$ cat src/rtl/model_tensor_differentiation.sv
// Tensor differentiation: d[i][j][l] = (x[i][j][l] - x[i][j][l-1]) / PERIOD, one element at a time,
// using a restoring divider that retires one quotient bit per cycle.
module model_tensor_differentiation #(
  parameter int DATA_SIZE    = 64,
  parameter int CONTROL_SIZE = 4
) (
  input  logic                 CLK,
  input  logic                 RST,
  input  logic                 START,
  output logic                 READY,
  input  logic                 DATA_IN_SCALAR_ENABLE,
  output logic                 DATA_OUT_SCALAR_ENABLE,
  output logic                 DATA_OUT_VECTOR_ENABLE,
  output logic                 DATA_OUT_MATRIX_ENABLE,
  input  logic [DATA_SIZE-1:0] SIZE_I_IN,
  input  logic [DATA_SIZE-1:0] SIZE_J_IN,
  input  logic [DATA_SIZE-1:0] LENGTH_IN,
  input  logic [DATA_SIZE-1:0] PERIOD_IN,
  input  logic [DATA_SIZE-1:0] DATA_IN,
  output logic [DATA_SIZE-1:0] DATA_OUT
);

  localparam int CW = $clog2(DATA_SIZE) + 1;

  // CONTROL_SIZE only keeps the parameter list aligned with sibling blocks.
  if (CONTROL_SIZE < 0) begin : g_control_unused
  end

  typedef enum logic [1:0] {
    STARTER_STATE,
    INPUT_STATE,
    DIVIDE_STATE,
    OUTPUT_STATE
  } state_t;

  state_t state, state_next;

  logic [DATA_SIZE-1:0] size_i_q, size_j_q, length_q, period_q;
  logic [DATA_SIZE-1:0] index_i, index_j, index_l;
  logic [DATA_SIZE-1:0] previous;
  logic [DATA_SIZE-1:0] quo, rem;
  logic                 neg;
  logic [CW-1:0]        div_cnt;
  logic                 ready_pending;

  logic                 zero_size, l_last, j_last, i_last, last_elem, div_done;
  logic [DATA_SIZE-1:0] in_diff, in_mag;
  logic [DATA_SIZE:0]   rem_shift;
  logic [DATA_SIZE-1:0] rem_trial;
  logic                 take;

  assign zero_size = (size_i_q == '0) || (size_j_q == '0) || (length_q == '0);
  assign l_last    = index_l == length_q - DATA_SIZE'(1);
  assign j_last    = index_j == size_j_q - DATA_SIZE'(1);
  assign i_last    = index_i == size_i_q - DATA_SIZE'(1);
  assign last_elem = l_last && j_last && i_last;
  assign div_done  = div_cnt == CW'(DATA_SIZE - 1);

  // Divide the magnitude; the sign is reapplied on output for truncation toward zero.
  assign in_diff   = DATA_IN - previous;
  assign in_mag    = in_diff[DATA_SIZE-1] ? ('0 - in_diff) : in_diff;
  assign rem_shift = {rem, quo[DATA_SIZE-1]};
  assign take      = rem_shift >= {1'b0, period_q};
  assign rem_trial = rem_shift[DATA_SIZE-1:0] - period_q;

  always_ff @(posedge CLK) begin
    if (RST) state <= STARTER_STATE;
    else     state <= state_next;
  end

  always_comb begin
    state_next = state;
    case (state)
      STARTER_STATE: if (START) state_next = INPUT_STATE;
      INPUT_STATE: begin
        if (zero_size)                  state_next = STARTER_STATE;
        else if (DATA_IN_SCALAR_ENABLE) state_next = DIVIDE_STATE;
      end
      DIVIDE_STATE:  if (div_done) state_next = OUTPUT_STATE;
      OUTPUT_STATE:  state_next = last_elem ? STARTER_STATE : INPUT_STATE;
      default:       state_next = STARTER_STATE;
    endcase
  end

  always_ff @(posedge CLK) begin
    if (RST) begin
      READY                  <= 1'b0;
      DATA_OUT               <= '0;
      DATA_OUT_SCALAR_ENABLE <= 1'b0;
      DATA_OUT_VECTOR_ENABLE <= 1'b0;
      DATA_OUT_MATRIX_ENABLE <= 1'b0;
      size_i_q               <= '0;
      size_j_q               <= '0;
      length_q               <= '0;
      period_q               <= '0;
      index_i                <= '0;
      index_j                <= '0;
      index_l                <= '0;
      previous               <= '0;
      quo                    <= '0;
      rem                    <= '0;
      neg                    <= 1'b0;
      div_cnt                <= '0;
      ready_pending          <= 1'b0;
    end else begin
      DATA_OUT_SCALAR_ENABLE <= 1'b0;
      DATA_OUT_VECTOR_ENABLE <= 1'b0;
      DATA_OUT_MATRIX_ENABLE <= 1'b0;
      ready_pending          <= 1'b0;
      READY                  <= ready_pending;
      case (state)
        STARTER_STATE: begin
          if (START) begin
            size_i_q <= SIZE_I_IN;
            size_j_q <= SIZE_J_IN;
            length_q <= LENGTH_IN;
            period_q <= PERIOD_IN;
            index_i  <= '0;
            index_j  <= '0;
            index_l  <= '0;
            previous <= '0;
          end
        end
        INPUT_STATE: begin
          if (zero_size) begin
            READY <= 1'b1;
          end else if (DATA_IN_SCALAR_ENABLE) begin
            previous <= DATA_IN;
            quo      <= in_mag;
            neg      <= in_diff[DATA_SIZE-1];
            rem      <= '0;
            div_cnt  <= '0;
          end
        end
        DIVIDE_STATE: begin
          rem     <= take ? rem_trial : rem_shift[DATA_SIZE-1:0];
          quo     <= {quo[DATA_SIZE-2:0], take};
          div_cnt <= div_cnt + CW'(1);
        end
        OUTPUT_STATE: begin
          DATA_OUT               <= (period_q == '0) ? '0 : (neg ? ('0 - quo) : quo);
          DATA_OUT_SCALAR_ENABLE <= 1'b1;
          DATA_OUT_VECTOR_ENABLE <= l_last;
          DATA_OUT_MATRIX_ENABLE <= l_last && j_last;
          if (l_last) begin
            index_l  <= '0;
            previous <= '0;
            if (j_last) begin
              index_j <= '0;
              if (i_last) begin
                index_i       <= '0;
                ready_pending <= 1'b1;
              end else begin
                index_i <= index_i + DATA_SIZE'(1);
              end
            end else begin
              index_j <= index_j + DATA_SIZE'(1);
            end
          end else begin
            index_l <= index_l + DATA_SIZE'(1);
          end
        end
        default: ;
      endcase
    end
  end

endmodule

$ cat config.mk
export PLATFORM = sky130hd
export DESIGN_NAME = model_tensor_differentiation
export DESIGN_NICKNAME = d
export VERILOG_FILES = /design/src/rtl/model_tensor_differentiation.sv
export SDC_FILE = /design/constraint.sdc
export NUM_CORES = 2
export LEC_CHECK = 0
export ABC_AREA = 1
export ABC_CLOCK_PERIOD_IN_PS = 7000
export CAP_MARGIN = 20
export CORE_ASPECT_RATIO = 0.9
export CORE_MARGIN = 4
export CORE_UTILIZATION = 35
export CTS_CLUSTER_DIAMETER = 60
export CTS_CLUSTER_SIZE = 14
export DETAILED_ROUTE_END_ITERATION = 12
export PLACE_DENSITY = 0.53
export SLEW_MARGIN = 0
export SYNTH_ARGS = -nofsm -noshare
export SYNTH_HDL_FRONTEND = slang
export SYNTH_SLANG_ARGS = --single-unit
$ cat constraint.sdc
create_clock -name CLK -period 7 [get_ports CLK]
set_input_delay 2.1 -clock CLK [delete_from_list [all_inputs] [get_ports CLK]]
set_output_delay 2.1 -clock CLK [all_outputs]
set_load 0.02 [all_outputs]
==> flow_metrics.py <==
metrics = {
    "timing": {
        "slew_viol_final": 0,
        "finalWorstSetupSlack_ns": 1.550,
        "clock_skew_ns": 0.02633,
        "fin_crit_sh_pct": 77.86,
        "tightest_slew_ns": 1.145,
        "setup_tns_ns": 0,
        "slew_headroom_pct": 23.51,
        "min_period_ns": 5.450,
        "rsz0062_at_grt": "false",
        "finalHoldViolCount": 0,
        "fmax_mhz": 183.5,
        "setup-violations-final": 0,
    },
    "clock_network": {
        "ctsHoldBuffers": 0,
        "cts_setup_buffers": 0,
        "cts_buffer_depth": 3,
        "path_clk_slew_ns": 0.06,
        "cts_tree": "built",
        "ctsResizeCount": 0,
        "cts-root-buf": "clkbuf_16",
        "cts_buffers": 87,
        "clock_latency_ns": 0.70,
        "h-tree-depth": 3,
        "cts.sinks": 719,
    },
    "layout": {
        "nNetsFinal": 10150,
        "fin_cells": 11860,
        "drive_above_1_share_pct": 3.516,
        "area_growth_pct": 15.57,
    },
    "global_routing": {
        "grt_overflow": 0,
        "grt_pass1_vias": 56840,
        "grt_max_degree": 177,
        "antenna_found_initial": 2,
        "grt_pass1_wl_um": 347700,
        "gr-usage-all-layers_pct": 26.51,
    },
    "yosys": {
        "synth_area_per_cell_um2": 5.897,
        "yosysUniqueCellTypes": 69,
        "syn_area_um2": 55840,
        "synth-edff-count": 0,
        "syn_nets": 9936,
        "ys_ff_latch": 719,
        "synthCells": 9470,
        "ys_async_sr_fraction_pct": 0,
        "synthFlopType": "dfxtp_1",
        "seq_area_frac_synth_pct": 25.77,
        "yosysWarnings": 0,
    },
    "place": {
        "dp_cells": 11700,
        "place_congestion": 0.9545,
        "pre_cts_slack_ns": 0.8563,
        "io_buffers": 391,
        "place_hpwl_um": 186200,
    },
    "power": {
        "vdd_ir_drop_max_mv": 0.1885,
        "power.leakage_nw": 27.75,
        "powerDensity_nw_per_um2": 334.6,
    },
    "routing": {
        "wl_per_cell_um": 19.33,
        "vias": 60690,
        "postRouteWirelength_um": 229200,
        "drtPass1Iterations": 6,
        "initialDrtViolationCount": 5136,
        "drc": 0,
        "ant_nets": 0,
        "viasPerCell": 5.119,
    },
    "critical_path": {
        "worstPathRequired_ns": 7.62,
        "path_cells": "clkdlybuf4s50_1, inv_1, ha_1, inv_1, fa_1, nand2_1, nand3_1, nand3_1, nand2_1, nand2_1, nand2_1, nor2_1, nand2_1, nor2_1, nand2_1, nor2_1, nand4_1, nor2_4, nand4_1, nand2_1, nand3_1, nand2_1, nand3_1, a21oi_1",
        "crit_slowest_cell": "clkdlybuf4s50_1",
        "critical_path.most_common_cell": "nand2_1",
        "critical-path-top-delay-family": "simple AND/OR/NAND/NOR gates",
        "crit_buf_inv": 3,
        "start_kind": "input port",
        "crit_type": "input port to register",
        "slowest_delay_ns": 0.51,
        "worst-path-max-fanout": 8,
        "critPathCaptureType": "register",
        "arrival_ns": 6.07,
    },
    "die": {
        "start_util_pct": 35.35,
        "rows": 138,
        "die_area_um2": 166000,
        "num_io_pins": 392,
        "die_h_um": 386.9,
        "core_um2": 158000,
        "die_w_um": 429.1,
    },
    "job": {
        "maxCapViolCount": 0,
    },
    "outcome": {
        "outcome": "finished clean",
    },
    "worst_hold_path": {
        "holdCritPathClass": "register to register",
    },
}
state kept, by name, summed over array words and instances (netlist names), 7 cells and up, named ones only:
name      count
rem          64
DATA_OUT     64
div_cnt       7
index_l      64
index_j      64
length_q     64
quo          64
period_q     64
previous     64
index_i      64
size_j_q     64
size_i_q     64
cells in the final DEF, fill, tap and decap left out, types with 40 or more instances in the layout:
cell             count
nand2_1           2517
nor2_1            1476
inv_1             1126
dfxtp_1            719
a21oi_1            669
o21ai_0            562
nand3_1            476
clkdlybuf4s50_1    390
xor2_1             371
nor3_1             244
nand4_1            193
ha_1               139
xnor2_1            116
nor4_1             104
clkbuf_16           88
or2_2               65
a31oi_1             54
buf_4               40
logic make-up after synthesis:
family | after synthesis | share of synthesized area (%)
and+or+nand+nor | 5205 | 39.24
AOI/OAI and AO/OA | 1467 | 13.92
buffers and inverters | 1446 | 10.06
DFF | 719 | 25.77
xor gates and xnor gates | 491 | 7.788
adders and majority gates | 142 | 3.208
final cells by class:
cell class              instances  area, um2
multi-input cells            7305      35890
well taps                    2100       2628
diodes                          1      2.502
clock inverters                61      700.7
flip-flops and latches        719      14390
repair buffers                438       4367
clock buffers                  96       2272
fillers                     17430      93450
inverters                    1137       4283
stage by stage:
stage | cell area [um2] | total power (W) | util, % | hold WS [ns]
after global routing | 64540 | 0.02345 | 40.85 | 0.4791
after global placement | 61540 | 0.01672 | 38.95 | 0.4552
after CTS | 64510 | 0.02165 | 40.83 | 0.4661
after detailed placement | 61540 | 0.01674 | 38.95 | 0.4557
final | 64540 | 0.02159 | 40.85 | 0.4650
after floorplan | 55840 | 0.01345 | - | 0.4130
power breakdown:
group	internal, W	total [W]	leakage (nW)	switching, W
Combinational	0.00345	0.0112	20.4	0.00779
Clock	0.00268	0.00478	1.47	0.00210
Sequential	0.00476	0.00557	5.87	0.000814
Total	0.0109	0.0216	27.7	0.0107
synthesized netlist by cell type, drive strengths merged, types with 6 or more instances:
master	n	area [um2]
nor2	1510	5839
nor3	248	1274
nand2	2532	9537
a211oi	6	45.04
a21oi	671	3366
xor2	372	3266
nand4	195	1232
dfxtp	719	14390
o21ai	595	2982
ha	140	1752
nor3b	15	117.6
a31oi	54	337.8
inv	1134	4257
nand3	482	2460
o22ai	31	193.9
nor4	104	650.6
clkbuf	226	849.6
nand3b	35	275.3
o21bai	17	127.6
xnor2	116	1016
a21o	17	127.6
o211ai	24	180.2
buf	83	503.0
or2	69	431.7
o21a	23	172.7
per-layer routing:
layer | vias to the layer above | share of wire (%) | GRT usage (%)
li1 | 30960 | - | -
met1 | 27960 | 50 | 39.31
met2 | 1534 | 42 | 40.62
met3 | 232 | 5.2 | 3.262
met4 | 2 | 2.5 | 6.164
met5 | - | 0.0057 | 0
worst reg2reg max path, stage by stage, from the launching register on:
cell	delay, ns
dfxtp_1	0.36
inv_1	0.15
ha_1	0.35
nand2_2	0.20
nor2_4	0.25
nand2_1	0.14
nor2_1	0.16
nand3_1	0.22
nor2_1	0.34
nand3_1	0.12
o221ai_1	0.09
buf_4	0.25
nor2_1	0.09
nand2_1	0.28
o21ai_2	0.09
buf_4	0.28
nand2_2	0.57
inv_2	0.15
buf_4	0.35
nand2_1	0.18
o21ai_0	0.08
inv_1	0.07
a21oi_1	0.05
path summary, 6_finish.rpt:
check / from / endpoint / slack [ns] / depth (start not counted)
min reg2reg: DATA_OUT[31] / DATA_OUT[31] / 0.46 / 2
max: DATA_IN[0] / quo[58] / 1.55 / 24
min: DATA_OUT[31] / DATA_OUT[31] / 0.46 / 2
max reg2reg: size_j_q[0] / quo[37] / 2.02 / 22
Power figures use the tool's default switching activity.
